## config.mk

```make
export PLATFORM = sky130hd
export DESIGN_NAME = iir_post_decim
export DESIGN_NICKNAME = d
export VERILOG_FILES = /design/src/rtl/iir_post_decim_pkg.sv /design/src/rtl/sample_fifo.sv /design/src/rtl/iir_post_decim.sv
export SDC_FILE = /design/constraint.sdc
export NUM_CORES = 1
export LEC_CHECK = 0
export BUFFER_PORTS_ARGS = -buffer_cell sky130_fd_sc_hd__buf_2
export CELL_PAD_IN_SITES_DETAIL_PLACEMENT = 1
export CELL_PAD_IN_SITES_GLOBAL_PLACEMENT = 1
export CORE_UTILIZATION = 30
export CTS_BUF_LIST = sky130_fd_sc_hd__clkbuf_8
export CTS_CLUSTER_DIAMETER = 100
export DETAILED_ROUTE_END_ITERATION = 6
export GPL_TIMING_DRIVEN = 0
export PLACE_DENSITY = 0.61
export RECOVER_POWER = 50
export SETUP_SLACK_MARGIN = 0.3
export SYNTH_ARGS = -nofsm -noshare
export SYNTH_HDL_FRONTEND = slang
export SYNTH_SLANG_ARGS = --single-unit
```

## constraint.sdc

```tcl
create_clock -name clk -period 3 [get_ports clk]
set_clock_uncertainty 0.05 [all_clocks]
set_input_delay 0.3 -clock clk [delete_from_list [all_inputs] [get_ports clk]]
set_output_delay 0.3 -clock clk [all_outputs]
set_load 0.1 [all_outputs]
```

## src/rtl/iir_post_decim_pkg.sv

```systemverilog
// Shared IIR constants: sample/decimation parameter limits and accumulator sizing.
// Used by the IIR filter and its post-decimation stage.
package iir_post_decim_pkg;

  localparam int unsigned IIR_N_DEFAULT        = 14;
  localparam int unsigned IIR_N_MIN            = 1;
  localparam int unsigned IIR_DEC_LOG2_DEFAULT = 2;
  localparam int unsigned IIR_DEC_LOG2_MIN     = 1;
  localparam int unsigned IIR_DEC_LOG2_MAX     = 4;
  localparam int unsigned IIR_DEPTH_MIN        = 2;

  // Accumulator width: an (n+1)-bit sample plus dec_log2 bits of block growth.
  function automatic int unsigned iir_acc_width(input int unsigned n,
                                                input int unsigned dec_log2);
    return n + 1 + dec_log2;
  endfunction

endpackage

```

## src/rtl/sample_fifo.sv

```systemverilog
// sample_fifo: synchronous FIFO of decimated samples.
// Ports:
//   clk, rst       - clock, async active-low reset (clears pointers, storage, level)
//   push, wdata    - write request and data; ignored when full unless a pop occurs
//   pop            - read request; ignored when empty
//   rdata          - head entry
//   full, empty    - registered occupancy flags
//   level          - current occupancy, 0..DEPTH
module sample_fifo #(
  parameter int unsigned width = 15,
  parameter int unsigned DEPTH = 4
) (
  input  logic                     clk,
  input  logic                     rst,
  input  logic                     push,
  input  logic [width-1:0]         wdata,
  input  logic                     pop,
  output logic [width-1:0]         rdata,
  output logic                     full,
  output logic                     empty,
  output logic [$clog2(DEPTH):0]   level
);

  localparam int unsigned PW = $clog2(DEPTH);
  localparam int unsigned LW = PW + 1;

  logic [width-1:0] mem [DEPTH];
  logic [PW-1:0]    wr_ptr;
  logic [PW-1:0]    rd_ptr;
  logic             do_push_c;
  logic             do_pop_c;
  logic [LW-1:0]    level_nxt_c;

  // A pop frees the head slot on the same edge, so a full FIFO still takes a push.
  always_comb begin
    do_pop_c    = pop && !empty;
    do_push_c   = push && (!full || do_pop_c);
    level_nxt_c = level + LW'(do_push_c) - LW'(do_pop_c);
  end

  // Storage, pointers and occupancy.
  always_ff @(posedge clk or negedge rst) begin
    if (!rst) begin
      for (int i = 0; i < int'(DEPTH); i++) mem[i] <= '0;
      wr_ptr <= '0;
      rd_ptr <= '0;
      level  <= '0;
      empty  <= 1'b1;
      full   <= 1'b0;
    end else begin
      if (do_push_c) begin
        mem[wr_ptr] <= wdata;
        wr_ptr      <= wr_ptr + PW'(1);
      end
      if (do_pop_c) rd_ptr <= rd_ptr + PW'(1);
      level <= level_nxt_c;
      empty <= (level_nxt_c == '0);
      full  <= (level_nxt_c == LW'(DEPTH));
    end
  end

  assign rdata = mem[rd_ptr];

endmodule

```

## src/rtl/iir_post_decim.sv

```systemverilog
// iir_post_decim: block-average decimator (factor 2^DEC_LOG2) behind an IIR stage,
// with round-half-up, saturation and an output FIFO with sticky drop flag.
// Ports:
//   clk, rst        - clock, async active-low reset
//   y_in, in_en     - input sample and its valid qualifier
//   out_data        - FIFO head (decimated sample)
//   out_valid       - FIFO non-empty
//   out_ready       - consumer pops the head on this edge
//   fifo_level      - FIFO occupancy
//   ovf, ovf_clr    - sticky drop flag and its synchronous clear
module iir_post_decim
  import iir_post_decim_pkg::*;
#(
  parameter int unsigned N        = IIR_N_DEFAULT,
  parameter int unsigned DEC_LOG2 = IIR_DEC_LOG2_DEFAULT,
  parameter int unsigned DEPTH    = 4
) (
  input  logic                    clk,
  input  logic                    rst,
  input  logic signed [N:0]       y_in,
  input  logic                    in_en,
  output logic signed [N:0]       out_data,
  output logic                    out_valid,
  input  logic                    out_ready,
  output logic [$clog2(DEPTH):0]  fifo_level,
  output logic                    ovf,
  input  logic                    ovf_clr
);

  localparam int unsigned AW = iir_acc_width(N, DEC_LOG2);
  localparam int unsigned D  = 1 << DEC_LOG2;
  localparam logic [AW:0] RND = (AW+1)'(D / 2);

  if (N < IIR_N_MIN || DEC_LOG2 < IIR_DEC_LOG2_MIN || DEC_LOG2 > IIR_DEC_LOG2_MAX ||
      DEPTH < IIR_DEPTH_MIN || (DEPTH & (DEPTH - 1)) != 0) begin : g_bad_params
    $error("iir_post_decim: illegal N, DEC_LOG2 or DEPTH");
  end

  logic [AW-1:0]       acc;
  logic [DEC_LOG2-1:0] cnt;
  logic [AW-1:0]       y_ext_c;
  logic [AW:0]         sum_c;
  logic [N+1:0]        q_c;
  logic [N:0]          res_c;
  logic                last_c;
  logic                fifo_full;
  logic                fifo_empty;
  logic                drop_c;
  logic [N:0]          fifo_rdata;

  // Block sum including the current sample and the rounding offset; one guard bit.
  always_comb begin
    y_ext_c = {{DEC_LOG2{y_in[N]}}, y_in};
    sum_c   = {acc[AW-1], acc} + {y_ext_c[AW-1], y_ext_c} + RND;
    last_c  = in_en && (cnt == DEC_LOG2'(D - 1));
    // Arithmetic shift right by DEC_LOG2 is a bit slice of the sign-extended sum.
    q_c     = sum_c[AW:DEC_LOG2];
    if (q_c[N+1] != q_c[N]) res_c = {q_c[N+1], {N{~q_c[N+1]}}};
    else                    res_c = q_c[N:0];
    drop_c  = last_c && fifo_full && !(out_ready && !fifo_empty);
  end

  // Accumulator and sample counter; both restart on the block's last sample.
  always_ff @(posedge clk or negedge rst) begin
    if (!rst) begin
      acc <= '0;
      cnt <= '0;
    end else if (last_c) begin
      acc <= '0;
      cnt <= '0;
    end else if (in_en) begin
      acc <= acc + y_ext_c;
      cnt <= cnt + DEC_LOG2'(1);
    end
  end

  // Sticky drop flag; a drop on the clearing edge wins.
  always_ff @(posedge clk or negedge rst) begin
    if (!rst)         ovf <= 1'b0;
    else if (drop_c)  ovf <= 1'b1;
    else if (ovf_clr) ovf <= 1'b0;
  end

  sample_fifo #(
    .width (N + 1),
    .DEPTH (DEPTH)
  ) u_fifo (
    .clk   (clk),
    .rst   (rst),
    .push  (last_c),
    .wdata (res_c),
    .pop   (out_ready),
    .rdata (fifo_rdata),
    .full  (fifo_full),
    .empty (fifo_empty),
    .level (fifo_level)
  );

  assign out_data  = fifo_rdata;
  assign out_valid = !fifo_empty;

endmodule

```

==> impl_metrics.csv, run 1 <==
group,metric,value,unit
sta,hold_viol_final,0,
die,die_area,0.0194,sq mm
detailed_routing,dr_total_vias,4376,
sta,setup_slack,-0.250,ns
worst_setup_path,endpoint_kind,"flip-flop",
worst_setup_path,critPathMaxStageDelay,0.61,ns
worst_setup_path,cp_cell_sequence,"ha_2 -> inv_2 -> fa_2 -> nor2b_4 -> a2111oi_4 -> or4b_4 -> a31oi_4 -> buf_12 -> xor2_4 -> buf_12 -> maj3_2 -> o21ai_1",
sta,post-route-period-util,1.08,
finish,fillers,2078,
worst_setup_path,ff2ff_path_depth,12,
clock_network,cts_htree_levels,3,
clock_network,cts_tree,"yes",
placement,gp_congestion,0.777,
clock_network,cts_buffers,9,
worst_setup_path,cp_common_cell,"buf_12",
worst_setup_path,setup.worst_path.class,"reg -> reg",
sta,relSlewSlack,-0.369,
global_route,grt_pass1_vias,4734,
worst_setup_path,required,3.26,ns
finish,final_cell_mix,"88 x dfrtp_1, 85 x nand2_1, 41 x inv_1",
job,drv_cap,1,
finish,instances_no_fill,867,
placement,hpwlAfterDp,11.2,mm
run_status,violations,"DRC, capacitance limit, slew limit, setup timing",
worst_hold_path,worst_hold_path_type,"in -> reg",
die,start_util,0.310,
worst_setup_path,critPathBufInv,3,
worst_setup_path,r2r_end,"u_fifo.mem[2]",
clock_network,worstSkewPairLatency,0.38,ns
synth,synth_edf_count,0,
synth,ys_ff_latch,89,
synth,async_flop_share,1.00,
run_status,status,"finished with violations",
placement,dpl.cell_count,824,
die,ios,40,
synth,synth_warnings,0,
global_route,grt_pass1_wl,25.2,mm
finish,multi_input_area,0.00351,sq mm
synth,synth_seq_area_share,0.395,
die,die_y,139,um
synth,ys_types,63,
clock_network,clkSinkCount,89,
clock_network,clk_path_buf_depth,2,
finish,seqCellArea,0.00223,sq mm
finish,drive_gt1_frac,0.301,
worst_hold_path,worstHoldStart,"ovf_clr",
worst_setup_path,cpMaxStageDelayCell,"fa_2",
synth,syn_area_per_cell,10.2,sq um
worst_setup_path,worstSetupStartpointType,"flip-flop",
detailed_routing,drc,4,
synth,synth_area,0.00565,sq mm
worst_setup_path,r2r-start,"acc[7]",
detailed_routing,drt-initial-drc-count,189,
worst_setup_path,cp_top_family,"adder cells",
finish,area.growth.synth_to_final,23.5,%
global_route,grt-ovfl-total,0,
clock_network,path_clk_slew,0.10,ns
sta,fin_crit,3.25,ns
detailed_routing,first_pass_iters,7,
synth,synthCells,555,
global_route,grt_max_degree,56,
finish,fin_nets,708,
detailed_routing,antenna_left,0,
detailed_routing,viasPerCell,5.05,
worst_hold_path,holdPathStages,2,
placement,port-buffer-count,39,
synth,synth.net_count,630,
sta,finalMaxSlewViolations,36,
detailed_routing,routed_wl,15.1,mm
sta,tightest_slew,2.05,ns
sta,setup_viol,60,
worst_setup_path,crit_arrival,3.51,ns
worst_setup_path,path_max_fanout,10,
detailed_routing,routedWlPerCell,17.4,um
worst_setup_path,r2r_slack,-0.25,ns
global_route,antenna_found_initial,0,
global_route,track_usage,0.166,
finish,layout_commonest_cell,"dfrtp_1",
die,coreArea,0.0182,sq mm
die,chipWidth,139,um
die,rows,49,
clock_network,cts_root_buffer,"clkbuf_8",
synth,ys.flop_type,"dfrtp_1",
sta,fmax,308,MHz
finish,antenna_cells,0,
worst_hold_path,holdPathEnd,"ovf",
sta,rsz0062_at_grt,"true",
==> per-stage QoR <==
| step | setup WS, ns | cell area (sq um) | hold WS, ns | TNS [ns] | util |
|---|---|---|---|---|---|
| floorplan | -0.0935 | 5750 | -0.0456 | -4.28 | - |
| global route | -0.377 | 6980 | 0.0575 | -31.43 | 0.383 |
| finish | -0.250 | 6980 | 0.0499 | -12.70 | 0.383 |
| detailed placement | -0.448 | 6260 | 0.258 | -23.09 | 0.344 |
| global placement | -0.402 | 6230 | 0.407 | -20.43 | 0.342 |
| CTS | -0.278 | 6770 | 0.0289 | -13.98 | 0.372 |
==> flip-flops by register name, indices dropped and copies added, names as in the netlist <==
register and cells:
u_fifo.rd_ptr 2, ovf 1, u_fifo.mem 60, cnt 2
acc 17, u_fifo.full 1, u_fifo.empty 1, u_fifo.wr_ptr 2
u_fifo.level 3
==> synthesized netlist by cell type (all sizes together), types with 2 or more instances <==
master / count / share of area
dfrtp: 88 / 0.39
nand2: 88 / 0.058
o21ai: 61 / 0.055
inv: 46 / 0.031
ha: 40 / 0.089
a21oi: 26 / 0.024
xnor2: 21 / 0.034
o22ai: 16 / 0.018
clkbuf: 15 / 0.010
fa: 15 / 0.053
mux4: 15 / 0.060
o31ai: 12 / 0.016
xor2: 12 / 0.022
maj3: 10 / 0.018
nor2: 9 / 0.0073
a31oi: 7 / 0.010
nand2b: 6 / 0.0066
nand3: 6 / 0.0062
a21o: 4 / 0.0053
a41oi: 4 / 0.0062
buf: 4 / 0.0042
nand4: 4 / 0.0044
nor2b: 4 / 0.0049
or3: 4 / 0.0044
and2: 3 / 0.0033
and3: 3 / 0.0033
nor3b: 3 / 0.0040
o21bai: 3 / 0.0040
a211oi: 2 / 0.0027
nor3: 2 / 0.0018
or4: 2 / 0.0027
==> worst max path at each step <==
stage | startpoint | endpoint | slack, ns | cells after the start
3_5_place_dp | acc[7] | u_fifo.mem[3] | -0.45 | 10
4_1_cts | acc[7] | u_fifo.mem[18] | -0.28 | 12
2_1_floorplan | acc[7] | u_fifo.mem[16] | -0.09 | 10
6_report | acc[7] | u_fifo.mem[2] | -0.25 | 12
5_1_grt | acc[4] | u_fifo.mem[3] | -0.38 | 13
3_3_place_gp | y_in[7] | u_fifo.mem[3] | -0.40 | 11
==> final cells by class <==
type | instances | area share
multi-input combinational | 401 | 0.503
sequential | 89 | 0.319
timing repair buffer | 67 | 0.0656
tap | 229 | 0.0411
inverter | 46 | 0.0253
clock buffer | 10 | 0.0197
buffer | 19 | 0.0151
clock inverter | 6 | 0.0106
==> cells by family (layout without fill, tap and decap cells) <==
kind of cell    Yosys count  count (layout)  synth area share
simple gates            139             139             0.115
mux                      17              17            0.0636
buf+inv                  65             148            0.0447
fa+ha+maj                65              65             0.160
compound gates          147             147             0.167
xor+xnor                 33              33            0.0558
flops                    89              89             0.395
==> per-layer routing <==
layer | up-vias | track usage | wire length (um)
met4 | 0 | 0.0368 | 136
met1 | 2217 | 0.218 | 7060
met2 | 39 | 0.286 | 7560
met5 | - | 0 | 0
li1 | 2111 | - | -
met3 | 9 | 0.0303 | 331
==> repair_timing <==
item | in CTS | in global routing
pin swaps | 36 | 20
hold buffers | 1 | 0
gates resized for setup | 35 | 37
setup endpoints to repair | 71 | 63
endpoints found under the hold margin | 34 | 0
buffers inserted | 18 | 7
gates cloned | 1 | 0
Power of run 1 is left out: the tool's default activity adds up to more than one toggle a clock period on the data nets, which glitch-free logic cannot reach.
==> run 2: changes to the inputs <==
Settings changed: ABC_AREA set to 1, PLACE_DENSITY 0.61 to 0.64.
==> run 2 against run 1 <==
The flow finishes with violations (capacitance limit, slew limit). Routed wire length grew 14%. Worst setup slack gained 0.60 ns. Sequential share of layout area shrank 1.7 points. Clock-buffer cell count shrank 1. First-iteration DRC count grew 2.1%. Synthesized cell count grew 43%. Critical path type unchanged.
==> impl_metrics.csv, run 2 <==
group,metric,value,unit
run_status,status,"finished with violations",
run_status,violations,"capacitance limit, slew limit",
synth,syn_area_per_cell,7.71,sq um
worst_hold_path,worst_hold_path_type,"in -> reg",
synth,yosysMostFrequentCell,"nand2_1",
worst_setup_path,required,3.23,ns
synth,async_flop_share,1.00,
clock_network,path_clk_slew,0.11,ns
synth,synth_top_cells_by_area,"dfrtp_1 36%, nand2_1 17%, ha_1 8.2%",
global_route,grt_pass1_wl,28.1,mm
worst_setup_path,worstSetupStartpointType,"flip-flop",
die,die_y,145,um
synth,synth_top_area_share,0.361,
placement,hpwlAfterDp,12.6,mm
global_route,grt_pass1_vias,5339,
global_route,track_usage,0.177,
clock_network,cts_root_buffer,"clkbuf_8",
finish,instances_no_fill,1143,
sta,fmax,378,MHz
finish,largest_register,"u_fifo.mem",
sta,hold_viol_final,0,
global_route,antenna_found_initial,0,
synth,synthCells,792,
synth,ys_types,41,
worst_setup_path,path_max_fanout,6,
synth,synth.net_count,867,
sta,setup_viol,0,
job,drv_cap,1,
sta,relSlewSlack,-0.428,
finish,area.growth.synth_to_final,20.5,%
finish,final_util,0.373,
finish,antenna_cells,0,
worst_setup_path,r2r_slack,0.35,ns
synth,synth_edf_count,0,
detailed_routing,drt-initial-drc-count,193,
die,die_area,0.0209,sq mm
detailed_routing,dr_total_vias,5294,
die,rows,51,
global_route,grt_max_degree,58,
sta,fin_setup_tns,0,ns
finish,finish.instance_area,0.00736,sq mm
die,start_util,0.310,
detailed_routing,drc,0,
clock_network,clkSinkCount,89,
placement,gp_congestion,0.820,
placement,port-buffer-count,38,
placement,placed_cell_area,0.00671,sq mm
finish,largestRegisters,"u_fifo.mem (60), acc (17), u_fifo.level (3)",
placement,dpl.cell_count,1096,
detailed_routing,routed_wl,17.3,mm
finish,layout_commonest_cell,"nand2_1",
detailed_routing,viasPerCell,4.63,
synth,synth_top_cell_by_area,"dfrtp_1",
clock_network,cts_tree,"yes",
clock_network,worstSkewPairLatency,0.40,ns
synth,synth_seq_area_share,0.365,
clock_network,cts_buffers,9,
detailed_routing,antenna_left,0,
worst_setup_path,critPathMaxStageDelay,0.57,ns
worst_setup_path,cpMaxStageDelayCell,"fa_2",
clock_network,cts_htree_levels,3,
finish,drive_gt1_frac,0.213,
finish,largest_reg_flops,60,
die,ios,40,
worst_setup_path,cp_common_cell,"nand2_4",
worst_setup_path,endpoint_kind,"flip-flop",
global_route,grt-ovfl-total,0,
sta,post-route-period-util,0.882,
worst_setup_path,crit_arrival,2.88,ns
die,chipWidth,145,um
synth,ys_ff_latch,89,
sta,tightest_slew,2.14,ns
finish,final_cell_mix,"272 x nand2_1, 88 x dfrtp_1, 78 x inv_1",
sta,fin_crit,2.65,ns
detailed_routing,first_pass_iters,4,
clock_network,clk_path_buf_depth,2,
synth,ys.flop_type,"dfrtp_1",
finish,fillers,2441,
worst_setup_path,setup.worst_path.class,"reg -> reg",
synth,synth_common_cells,"283 x nand2_1, 88 x dfrtp_1, 86 x inv_1",
die,coreArea,0.0197,sq mm
synth,synth_warnings,0,
detailed_routing,routedWlPerCell,15.1,um
finish,fin_nets,948,
sta,rsz0062_at_grt,"true",
synth,synth_area,0.00611,sq mm
worst_setup_path,cp_cell_sequence,"buf_4 -> buf_4 -> fa_2 -> nand2_1 -> nor2_1 -> nand2_2 -> nand2_4 -> nand2_4 -> nand2_2 -> nand2_2 -> nand2_4 -> nand3_4 -> buf_12 -> nand2_4 -> nand2_4 -> nand2_1 -> nand2_1",
sta,finalMaxSlewViolations,33,
run 2: changes by cell type after synthesis, sizes merged, moves of 10 or more:
cell / before / now
mux4: 15 / 0
nor2: 9 / 57
maj3: 10 / 0
o31ai: 12 / 0
o21ai: 61 / 51
nand3: 6 / 30
inv: 46 / 89
nand2: 88 / 314
run 2: worst paths after layout:
kind                            cells past startpoint      startpoint        endpoint
worst max-delay path                               17          acc[7]  u_fifo.mem[45]
worst min-delay path                                2         ovf_clr             ovf
worst max register to register                     17          acc[7]  u_fifo.mem[45]
worst min register to register                      2  u_fifo.mem[19]  u_fifo.mem[19]
max in group asynchronous                           2             rst          acc[0]
min in group asynchronous                           2             rst  u_fifo.mem[57]
run 2: per-layer routing:
metal	global-route usage	vias up	share of wire
met5	0	-	0
met4	0.0432	0	0.013
met3	0.0322	17	0.024
met2	0.289	60	0.47
met1	0.241	2571	0.49
li1	-	2646	-
run 2: cell families (layout without fill, tap and decap cells):
kind of cell / count (synthesis) / count (layout) / share of synthesized area
compound gates: 101 / 101 / 0.0946
flops: 89 / 89 / 0.365
buf+inv: 112 / 198 / 0.0780
simple gates: 412 / 412 / 0.297
xor+xnor: 23 / 23 / 0.0342
fa+ha+maj: 55 / 55 / 0.131
run 2: final cells by class:
class / instances / area (sq um) / area share
flip-flops and latches: 89 / 2230 / 0.303
clock inverters: 7 / 88.8 / 0.0121
repair buffers: 70 / 507 / 0.0688
clock buffers: 9 / 124 / 0.0168
well taps: 265 / 332 / 0.0450
inverters: 90 / 344 / 0.0467
multi-input cells: 591 / 3600 / 0.489
plain buffers: 22 / 138 / 0.0187
run 2: repair_timing:
action,in CTS,in global routing
setup endpoints to repair,56,62
hold buffers,1,0
gates resized for setup,34,31
pin swaps,15,22
gates cloned,2,0
hold endpoints to repair,32,0
setup buffers,15,13
run 2: critical path, delay by kind of cell (launching register included):
| kind | cells | cell delay [ns] |
|---|---|---|
| flip-flops | 1 | 0.40 |
| adder cells (fa/ha/maj) | 1 | 0.57 |
| buffers and inverters | 3 | 0.46 |
| AND/OR/NAND/NOR | 13 | 1.04 |
run 2: metrics by stage:
stage          hold slack, ns  worst slack (ns)
4_1_cts                0.0163             0.300
6_report               0.0446             0.354
3_3_place_gp            0.408             0.167
2_1_floorplan         -0.0456             0.284
3_5_place_dp            0.256             0.124
5_1_grt                0.0395             0.163
Power of run 2 is left out for the same reason.
